**config.mk**
```make
export PLATFORM = sky130hd
export DESIGN_NAME = dmem_misalign_splitter
export DESIGN_NICKNAME = d
export VERILOG_FILES = /design/src/rtl/dmem_misalign_splitter_pkg.sv /design/src/rtl/dmem_beat_planner.sv /design/src/rtl/dmem_misalign_splitter.sv
export SDC_FILE = /design/constraint.sdc
export NUM_CORES = 1
export LEC_CHECK = 0
export ABC_CLOCK_PERIOD_IN_PS = 6200
export CAP_MARGIN = 20
export CORE_ASPECT_RATIO = 2
export CORE_MARGIN = 1
export CORE_UTILIZATION = 50
export DETAILED_ROUTE_END_ITERATION = 12
export PLACE_DENSITY = 0.9
export SYNTH_ARGS = -nofsm -noshare
export SYNTH_HDL_FRONTEND = slang
export SYNTH_HIERARCHICAL = 1
export SYNTH_SLANG_ARGS = --single-unit
```
**constraint.sdc**
```tcl
create_clock -name clock -period 6.2 [get_ports clock]
set_clock_uncertainty 0.1 [all_clocks]
set_input_delay 1.86 -clock clock [delete_from_list [all_inputs] [get_ports clock]]
set_output_delay 1.86 -clock clock [all_outputs]
set_load 0.05 [all_outputs]
```
**src/rtl/dmem_misalign_splitter_pkg.sv**
```systemverilog
// Shared types and constants for the data-memory misalignment splitter.
// Memory access types, request functions, FSM states and the beat plan.
package dmem_misalign_splitter_pkg;

    localparam logic [2:0] MT_B = 3'd1;
    localparam logic [2:0] MT_H = 3'd2;
    localparam logic [2:0] MT_W = 3'd3;

    localparam logic M_XRD = 1'b0;
    localparam logic M_XWR = 1'b1;

    typedef enum logic [1:0] {
        IDLE,
        ISSUE,
        WAIT,
        DONE
    } state_e;

    typedef struct packed {
        logic       split;
        logic [2:0] nbeats;
    } beat_plan_t;

    // Byte lane k of a 32-bit word, returned LSB-aligned.
    function automatic logic [7:0] beat_byte(input logic [31:0] data, input logic [1:0] k);
        logic [31:0] shifted;
        shifted = data >> {k, 3'b000};
        return shifted[7:0];
    endfunction

endpackage

```
**src/rtl/dmem_beat_planner.sv**
```systemverilog
// Decides how many aligned beats a request needs and whether it is split
// into byte beats; purely combinational.
module dmem_beat_planner
    import dmem_misalign_splitter_pkg::*;
#(
    parameter bit SPLIT_EN = 1'b1
)
(
    input  logic [2:0] typ,
    input  logic [1:0] addr_lo,
    output beat_plan_t plan
);

    always_comb begin
        plan = '{split: 1'b0, nbeats: 3'd1};
        if (SPLIT_EN) begin
            if (typ == MT_H && addr_lo[0]) begin
                plan = '{split: 1'b1, nbeats: 3'd2};
            end else if (typ == MT_W && addr_lo != 2'b00) begin
                plan = '{split: 1'b1, nbeats: 3'd4};
            end
        end
    end

endmodule

```
**src/rtl/dmem_misalign_splitter.sv**
```systemverilog
// Turns misaligned half/word core requests into aligned byte beats to the
// data memory and merges the read bytes back into a single core response.
//
//   state | meaning
//   IDLE  | ready for a core request
//   ISSUE | one-cycle beat pulse to memory
//   WAIT  | waiting for the memory beat completion
//   DONE  | one-cycle core response pulse
module dmem_misalign_splitter
    import dmem_misalign_splitter_pkg::*;
#(
    parameter bit SPLIT_EN = 1'b1
)
(
    input  logic        clock,
    input  logic        reset,
    input  logic        core_req_valid,
    output logic        core_req_ready,
    input  logic [31:0] core_req_addr,
    input  logic [31:0] core_req_data,
    input  logic        core_req_fcn,
    input  logic [2:0]  core_req_typ,
    output logic        core_resp_valid,
    output logic [31:0] core_resp_data,
    output logic        mem_req_valid,
    output logic [31:0] mem_req_addr,
    output logic [31:0] mem_req_data,
    output logic        mem_req_fcn,
    output logic [2:0]  mem_req_typ,
    input  logic        mem_resp_valid,
    input  logic [31:0] mem_resp_data
);

    state_e      state_q;
    state_e      state_d;
    logic [31:0] req_addr_q;
    logic [31:0] req_data_q;
    logic        req_fcn_q;
    logic [2:0]  req_typ_q;
    logic        split_q;
    logic [1:0]  last_q;
    logic [1:0]  beat_q;
    logic [31:0] merge_q;

    beat_plan_t  plan;
    logic [2:0]  last_w;
    logic        accept;
    logic        beat_done;

    dmem_beat_planner #(
        .SPLIT_EN (SPLIT_EN)
    ) u_planner (
        .typ     (core_req_typ),
        .addr_lo (core_req_addr[1:0]),
        .plan    (plan)
    );

    assign last_w    = plan.nbeats - 3'd1;
    assign accept    = (state_q == IDLE) && core_req_valid;
    assign beat_done = (state_q == WAIT) && mem_resp_valid;

    always_ff @(posedge clock) begin
        if (reset) begin
            state_q    <= IDLE;
            req_addr_q <= '0;
            req_data_q <= '0;
            req_fcn_q  <= 1'b0;
            req_typ_q  <= '0;
            split_q    <= 1'b0;
            last_q     <= '0;
            beat_q     <= '0;
            merge_q    <= '0;
        end else begin
            state_q <= state_d;
            if (accept) begin
                req_addr_q <= core_req_addr;
                req_data_q <= core_req_data;
                req_fcn_q  <= core_req_fcn;
                req_typ_q  <= core_req_typ;
                split_q    <= plan.split;
                last_q     <= last_w[1:0];
                beat_q     <= '0;
                merge_q    <= '0;
            end
            if (beat_done) begin
                // Merge is cleared at acceptance, so OR-ing byte lanes in is safe.
                if (req_fcn_q == M_XRD) begin
                    if (split_q) begin
                        merge_q <= merge_q | ({24'h0, mem_resp_data[7:0]} << {beat_q, 3'b000});
                    end else begin
                        merge_q <= mem_resp_data;
                    end
                end
                if (beat_q != last_q) begin
                    beat_q <= beat_q + 2'd1;
                end
            end
        end
    end

    always_comb begin
        state_d = state_q;
        case (state_q)
            IDLE:    if (core_req_valid) state_d = ISSUE;
            ISSUE:   state_d = WAIT;
            WAIT:    if (mem_resp_valid) state_d = (beat_q == last_q) ? DONE : ISSUE;
            DONE:    state_d = IDLE;
            default: state_d = IDLE;
        endcase
    end

    always_comb begin
        core_req_ready  = 1'b0;
        core_resp_valid = 1'b0;
        core_resp_data  = '0;
        mem_req_valid   = 1'b0;
        mem_req_addr    = '0;
        mem_req_data    = '0;
        mem_req_fcn     = 1'b0;
        mem_req_typ     = '0;
        case (state_q)
            IDLE: core_req_ready = 1'b1;
            ISSUE: begin
                mem_req_valid = 1'b1;
                mem_req_fcn   = req_fcn_q;
                if (split_q) begin
                    mem_req_addr = req_addr_q + {30'h0, beat_q};
                    mem_req_data = {24'h0, beat_byte(req_data_q, beat_q)};
                    mem_req_typ  = MT_B;
                end else begin
                    mem_req_addr = req_addr_q;
                    mem_req_data = req_data_q;
                    mem_req_typ  = req_typ_q;
                end
            end
            DONE: begin
                core_resp_valid = 1'b1;
                if (req_fcn_q == M_XWR) begin
                    core_resp_data = '0;
                end else if (split_q && req_typ_q == MT_H) begin
                    core_resp_data = {16'h0, merge_q[15:0]};
                end else begin
                    core_resp_data = merge_q;
                end
            end
            default: ;
        endcase
    end

endmodule

```
# Yosys cells after proc, flatten, opt, wreduce, memory -nomap -nowiden
# Cells that the tools add are included.
[totals]
register_bits = 107
in_bits = 104
wordCells = 59
[classes]
addsub = 3
n_eq_ne = 10
shift = 2
muxes = 26
bitwise_logic = 1
n_reduce_logical = 8
[ops]
columns = ["operator", "count"]
rows = [
  ["two-way mux 32 bit", 11],
  ["adder 32 x 2 -> 32 bit", 1],
  ["OR 32 bit", 1],
  ["<< shifter 8 x 5 -> 32 bit", 1],
  [">> shifter 32 x 5 -> 8 bit", 1],
  ["two-way mux 2 bit", 6],
  ["equality test 3 x 2 -> 1 bit, second input constant", 3],
  ["two-way mux 4 bit", 2],
  ["case mux 2 bit (4 select lines)", 1],
  ["two-way mux 3 bit", 2],
  ["logical AND 1 bit", 5],
  ["equality test 2 bit, second input constant", 2],
  ["two-way mux 1 bit", 4],
  ["!= test 2 bit, second input constant", 2],
  ["adder 2 x 1 -> 2 bit, second input constant", 1],
  ["equality test 2 x 1 -> 1 bit, second input constant", 1],
  ["equality test 2 bit", 1],
  ["zero test 2 bit", 1],
  ["!= test 2 bit", 1],
  ["AND reduction 2 bit", 1],
  ["nonzero test 2 bit", 1],
  ["subtractor 2 x 1 -> 2 bit, second input constant", 1],
]

# Longest topological paths before layout
# Gate-level depths: netlist of the first run.
[logic_depth]
depth_word = 5
depth_mapped = 8
ltp_nobuf = 7

# Modules after synthesis
# Netlist of the first run, hierarchy kept.
[by_module_without_submodules]
columns = ["module", "instances", "cells_per_inst", "area_each_um2", "seq_area_each_um2"]
rows = [
  ["dmem_misalign_splitter", 1, 817, 5909.4, 2142.1],
  ["dmem_beat_planner", 1, 7, 47.5, 0.0],
]

# Worst setup path before layout of the first run
# OpenSTA, ideal clock, no wires.
[synth_path]
path_type = "register -> output"
startpoint = "register beat_q[1]"
endpoint = "output mem_req_addr[18]"
arrival_ns = 3.011
path_slack_ns = 1.229
stages_incl_launch_ff = 8
n_path_buf = 1
cell_sequence = "dfxtp_1 > clkbuf_1 > inv_1 > fa_1 > and4b_1 > nand4_1 > or4_1 > a21oi_1"
[synth_via]
elab_chain_cells = 3
[synth_rtl]
columns = ["element", "line", "source"]
rows = [
  ["start: declaration", "dmem_misalign_splitter.sv:42", "logic [1:0] beat_q;"],
  ["start signal: assignment", "dmem_misalign_splitter.sv:95", "beat_q <= beat_q + 2'd1;"],
  ["adder 32 x 2 -> 32 bit", "dmem_misalign_splitter.sv:127", "mem_req_addr = req_addr_q + {30'h0, beat_q};"],
  ["two-way mux 32 bit", "dmem_misalign_splitter.sv:126", "if (split_q) begin"],
  ["two-way mux 32 bit", "dmem_misalign_splitter.sv:121", "case (state_q)"],
  ["end: declaration", "dmem_misalign_splitter.sv:26", "output logic [31:0] mem_req_addr,"],
]
# Every way passes these cells.

# Worst setup path in the final report of the first run
[layout_path]
startpoint = "register beat_q[1]"
endpoint = "output mem_req_addr[15]"
# The elaborated chain is that of the path after synthesis.

==> summary.md, run 1 <==
| Metric | Value |
|---|---|
| CTS max path bufs | `2` |
| Largest delay share family, worst path | `buffers and inverters` |
| Pin count of the biggest net entering global routing | `108` |
| CTS root buf | `clkbuf_16` |
| Worst EP required | `4240 ps` |
| Switch share | `29.5%` |
| Net Sw Power | `485 µW` |
| Leak | `2.95 nW` |
| Final Max Tran Viols | `0` |
| TritonCTS clock tree | `built` |
| Post-synth net total | `929` |
| Logic pwr share | `19.0%` |
| Top Metal Used | `met4` |
| Fillers | `967` |
| Vias in the first global route | `6277` |
| Port bufs | `206` |
| Max Fclk | `186 MHz` |
| CTS Buf Count | `9` |
| Worst Hold Class | `reg2reg` |
| Fin area | `8300 µm²` |
| Initial antenna violation count | `0` |
| Count of final setup violators | `0` |
| Fin Setup TNS | `0 ps` |
| Vias per cell | `5.75` |
| CP Buf/Inv Count | `2` |
| First-pass DRT Iterations | `5` |
| Sequential share of power | `46.5%` |
| Mapped Area | `5950 µm²` |
| Final Power | `1.65 mW` |
| Via Count | `6514` |
| Pwr Density | `198 nW/µm²` |
| Synth Instances | `822` |
| Post-DP Area | `8010 µm²` |
| Resized cells post-CTS | `0` |
| Routed WL | `19000 µm` |
| RePlAce Congestion | `0.847` |
| Max Cap Viol | `0` |
| Ant diodes | `0` |
| IO Pins | `207` |
| Met3 wire len | `857 µm` |
| Initial core utilization | `51.1%` |
| Mean Syn Cell Area | `7.23 µm²` |
| H-tree depth | `3` |
| Later-pin clock latency in the skew report | `340 ps` |
| CTS clk-pin slew, worst paths | `80 ps` |
| Critical Path End Type | `output pin` |
| Slowest stage delay, CP | `810 ps` |
| Storage cell area | `2140 µm²` |
| End-of-flow core utilization | `71.4%` |
| DRC | `0` |
| Fin crit share | `86.7%` |
| Die height | `156 µm` |
| WL/cell | `16.8 µm` |
| Detailed placement HPWL | `13200 µm` |
| Met2 WL | `10000 µm` |
| Critical path's slowest cell | `clkdlybuf4s50_1` |
| Internal Power | `1.16 mW` |
| CTS sink cnt | `107` |
| Crit Path Max Fanout | `16` |
| Crit path DAT | `3410 ps` |
| Layout net count | `1090` |
| Worst setup SP type | `register` |
| Ratio of cells with drive above 1 in the final layout | `5.67%` |
| Remaining Overflow, GRT | `0` |
| Worst vdd ir | `150 µV` |
| Hold-fix buffers, CTS | `0` |
| Yosys Warn Count | `6` |
| Total GRT Usage | `30.4%` |
| Rel. slew slack | `24.2%` |
| Row cnt | `56` |
| First-pass GRT wire length | `29700 µm` |
| Die W | `79.1 µm` |
| Final Hold Fails | `0` |
| Routed met1 length | `7020 µm` |
| Area delta synth->final | `39.6%` |
| Post-DRT Antenna Nets | `0` |
| Share of power burned in the clock network | `34.5%` |
| Buffer count from post-CTS setup fixing | `0` |
| Core area | `11600 µm²` |
| Slew @ Worst Pin | `1140 ps` |
| DIE AREA | `12400 µm²` |
| Initial drt markers | `372` |
| RSZ-0062 raised after global routing | `no` |
| R2R setup slack | `3990 ps` |
| Status | `finished clean` |
| Hold_ws | `361 ps` |
| Multi-input gate area | `3510 µm²` |
| Min Tclk post-route | `5370 ps` |
| Critical path class | `reg2out` |
| CP Cell Sequence | `buf_4 > ha_1 > a21o_1 > nand2_1 > or4_2 > a21oi_1 > clkdlybuf4s50_1` |
==> cell usage in the layout, fill, tap and decap left out, types with 3 or more instances in the layout <==
cell / instances
nor2_1: 31
inv_1: 9
a22oi_1: 8
mux2i_1: 8
clkdlybuf4s50_1: 198
and3_1: 4
nor2b_1: 4
nor3_1: 42
buf_4: 20
o31ai_1: 11
nor4_1: 30
nand3_1: 12
nand2b_1: 31
o21ai_0: 6
a22o_1: 8
a21o_1: 9
or3_1: 3
a21oi_1: 153
nand2_1: 157
xor2_1: 7
dfxtp_1: 106
or4_1: 11
and2_1: 61
clkbuf_16: 9
xnor2_1: 4
nand4_1: 4
mux2_2: 10
==> final timing paths <==
kind / depth (start not counted) / endpoint / startpoint
setup reg to reg: 4 / req_data_q[18] / state_q[1]
hold / removal: 2 / req_data_q[5] / req_data_q[5]
setup / recovery: 7 / mem_req_addr[15] / beat_q[1]
hold reg to reg: 2 / req_data_q[5] / req_data_q[5]
==> metrics by stage <==
| step | setup slack, ps | std cells |
|---|---|---|
| floorplan | 1230 | 822 |
| finish | 826 | 1133 |
| global placement | 1280 | 1117 |
| detailed placement | 1220 | 1117 |
| global route | 644 | 1133 |
| CTS | 829 | 1133 |
==> power groups by stage <==
| stage | sequential (mW) | combinational [mW] | clock [mW] |
|---|---|---|---|
| CTS | 0.765 | 0.312 | 0.575 |
| detailed placement | 0.781 | 0.310 | 0 |
| floorplan | 0.768 | 0.186 | 0 |
| global route | 0.772 | 0.338 | 0.604 |
| finish | 0.767 | 0.313 | 0.568 |
| global placement | 0.779 | 0.306 | 0 |
==> sequential cells by signal (all words and copies together), names as in the netlist <==
signal      cells
beat_q          2
last_q          2
merge_q        32
req_addr_q     32
req_data_q     32
req_fcn_q       1
req_typ_q       3
split_q         1
state_q         2
==> per-layer routing <==
layer	vias to the layer above	global-route usage, %
li1	3174	-
met5	-	0
met2	246	55.0
met1	3025	32.1
met3	69	4.26
met4	0	19.5
==> final cells by class <==
| type | count | share of cell area [%] |
|---|---|---|
| Timing Repair Buffer | 218 | 25.7 |
| Inverter | 9 | 0.407 |
| Sequential cell | 107 | 25.8 |
| Clock inverter | 5 | 0.542 |
| Multi-Input combinational cell | 638 | 42.3 |
| Tap cell | 145 | 2.19 |
| Clock buffer | 11 | 3.04 |
==> worst reg2reg max path: stages (launching register included) <==
cell and delay (ps):
dfxtp_1 460, or3b_4 870, buf_4 440, nand2_1 80, a21oi_1 170
(Power assumes the default switching activity.)
==> run 2: changes to the inputs <==
- CELL_PAD_IN_SITES_DETAIL_PLACEMENT: not set -> 1
- CELL_PAD_IN_SITES_GLOBAL_PLACEMENT: not set -> 2
- CORE_MARGIN: 1 -> 2
- CORE_UTILIZATION: 50 -> 26
- PLACE_DENSITY: 0.9 -> 0.88
==> summary.md, run 2 (synthesis gave the netlist of run 1 again) <==
| Metric | Value |
|---|---|
| Later-pin clock latency in the skew report | `350 ps` |
| Hold_ws | `365 ps` |
| Initial antenna violation count | `1` |
| Die W | `111 µm` |
| End-of-flow core utilization | `37.5%` |
| Vias in the first global route | `6546` |
| Via Count | `6483` |
| Crit Path Max Fanout | `17` |
| IO Pins | `207` |
| CTS sink cnt | `107` |
| Fin Setup TNS | `0 ps` |
| WL/cell | `18.2 µm` |
| Die height | `218 µm` |
| R2R Path End | `merge_q[22]` |
| RePlAce Congestion | `0.763` |
| Ratio of cells with drive above 1 in the final layout | `6.08%` |
| Fillers | `2759` |
| R2R setup slack | `3890 ps` |
| Port bufs | `206` |
| Remaining Overflow, GRT | `0` |
| Slew @ Worst Pin | `1010 ps` |
| Detailed placement HPWL | `16600 µm` |
| Final Power | `1.65 mW` |
| Area delta synth->final | `42.3%` |
| Commonest non-fill, non-tap cells in the layout | `196 x clkdlybuf4s50_1, 157 x nand2_1, 153 x a21oi_1` |
| Rel. slew slack | `32.6%` |
| Pin count of the biggest net entering global routing | `84` |
| DIE AREA | `24200 µm²` |
| Worst r2r src | `state_q[0]` |
| Layout net count | `1090` |
| Pwr Density | `195 nW/µm²` |
| Min Tclk post-route | `5250 ps` |
| DRC | `0` |
| CTS Buf Count | `9` |
| Critical path class | `reg2out` |
| Final Hold Fails | `0` |
| Worst EP required | `4240 ps` |
| Critical Path End Type | `output pin` |
| Top Registers | `merge_q: 32 flops, req_addr_q: 32 flops, req_data_q: 32 flops` |
| First-pass GRT wire length | `35500 µm` |
| CTS root buf | `clkbuf_16` |
| CTS clk-pin slew, worst paths | `70 ps` |
| Resized cells post-CTS | `0` |
| Worst hold stages | `2` |
| Leak | `2.95 nW` |
| Hold_sp | `req_data_q[7]` |
| Worst Hold Class | `reg2reg` |
| Vias per cell | `5.11` |
| Total GRT Usage | `18.3%` |
| Count of final setup violators | `0` |
| Crit path DAT | `3290 ps` |
| CTS max path bufs | `2` |
| Worst setup SP type | `register` |
| Post-DP Area | `8180 µm²` |
| First-pass DRT Iterations | `4` |
| Core area | `22500 µm²` |
| Routed WL | `23000 µm` |
| Post-DRT Antenna Nets | `0` |
| Max Cap Viol | `0` |
| Hold-fix buffers, CTS | `0` |
| Worst vdd ir | `106 µV` |
| R2R depth | `4` |
| Status | `finished clean` |
| Initial core utilization | `26.4%` |
| Initial drt markers | `195` |
| Row cnt | `78` |
| TritonCTS clock tree | `built` |
| Final Max Tran Viols | `0` |
| Fin crit share | `84.7%` |
| RSZ-0062 raised after global routing | `no` |
| Worst Hold End | `req_data_q[7]` |
| Fin area | `8460 µm²` |
| Buffer count from post-CTS setup fixing | `0` |
| Max Fclk | `190 MHz` |
| Commonest non-fill, non-tap cell in the layout | `clkdlybuf4s50_1` |
| H-tree depth | `3` |
run 2: power breakdown:
part	switching [mW]	total, mW	internal (mW)
logic	0.189	0.323	0.134
registers	0.0388	0.766	0.727
clock network	0.267	0.559	0.292
total	0.494	1.65	1.15
run 2: per-layer routing:
layer  part of all wire [%]  global-route usage (%)  up-vias
met5                      0                       0        -
met4                    4.8                    10.5        0
met3                    2.9                    1.92       53
met2                     53                    33.6      158
met1                     40                    20.4     3115
li1                       -                       -     3157
run 2: final cells by class:
| class | instances | area, µm² | share of cell area (%) |
|---|---|---|---|
| diodes | 1 | 2.50 | 0.0296 |
| repair buffers | 218 | 2130 | 25.1 |
| well taps | 280 | 350 | 4.14 |
| clock buffers | 11 | 253 | 2.99 |
| inverters | 9 | 33.8 | 0.399 |
| clock inverters | 4 | 26.3 | 0.311 |
| multi-input cells | 638 | 3520 | 41.6 |
| flip-flops and latches | 107 | 2140 | 25.3 |
run 2: worst max-delay path, stage by stage (launching register included):
cell,delay [ps]
dfxtp_1,410
and4_1,290
nand3_1,470
or4_2,780
a21oi_1,170
clkdlybuf4s50_1,820
run 2: worst max-delay path by stage:
stage	start	to	slack (ps)
after floorplan	beat_q[1]	mem_req_addr[18]	1230
after CTS	req_addr_q[4]	mem_req_addr[15]	910
after global routing	beat_q[1]	mem_req_addr[12]	760
after detailed placement	req_addr_q[4]	mem_req_addr[15]	1300
final	req_addr_q[4]	mem_req_addr[15]	950
after global placement	req_addr_q[4]	mem_req_addr[15]	1380
run 2: stage by stage:
| step | std cells | worst slack (ps) |
|---|---|---|
| after global routing | 1268 | 757 |
| final | 1268 | 950 |
| after global placement | 1252 | 1380 |
| after floorplan | 822 | 1230 |
| after detailed placement | 1252 | 1300 |
| after CTS | 1267 | 909 |
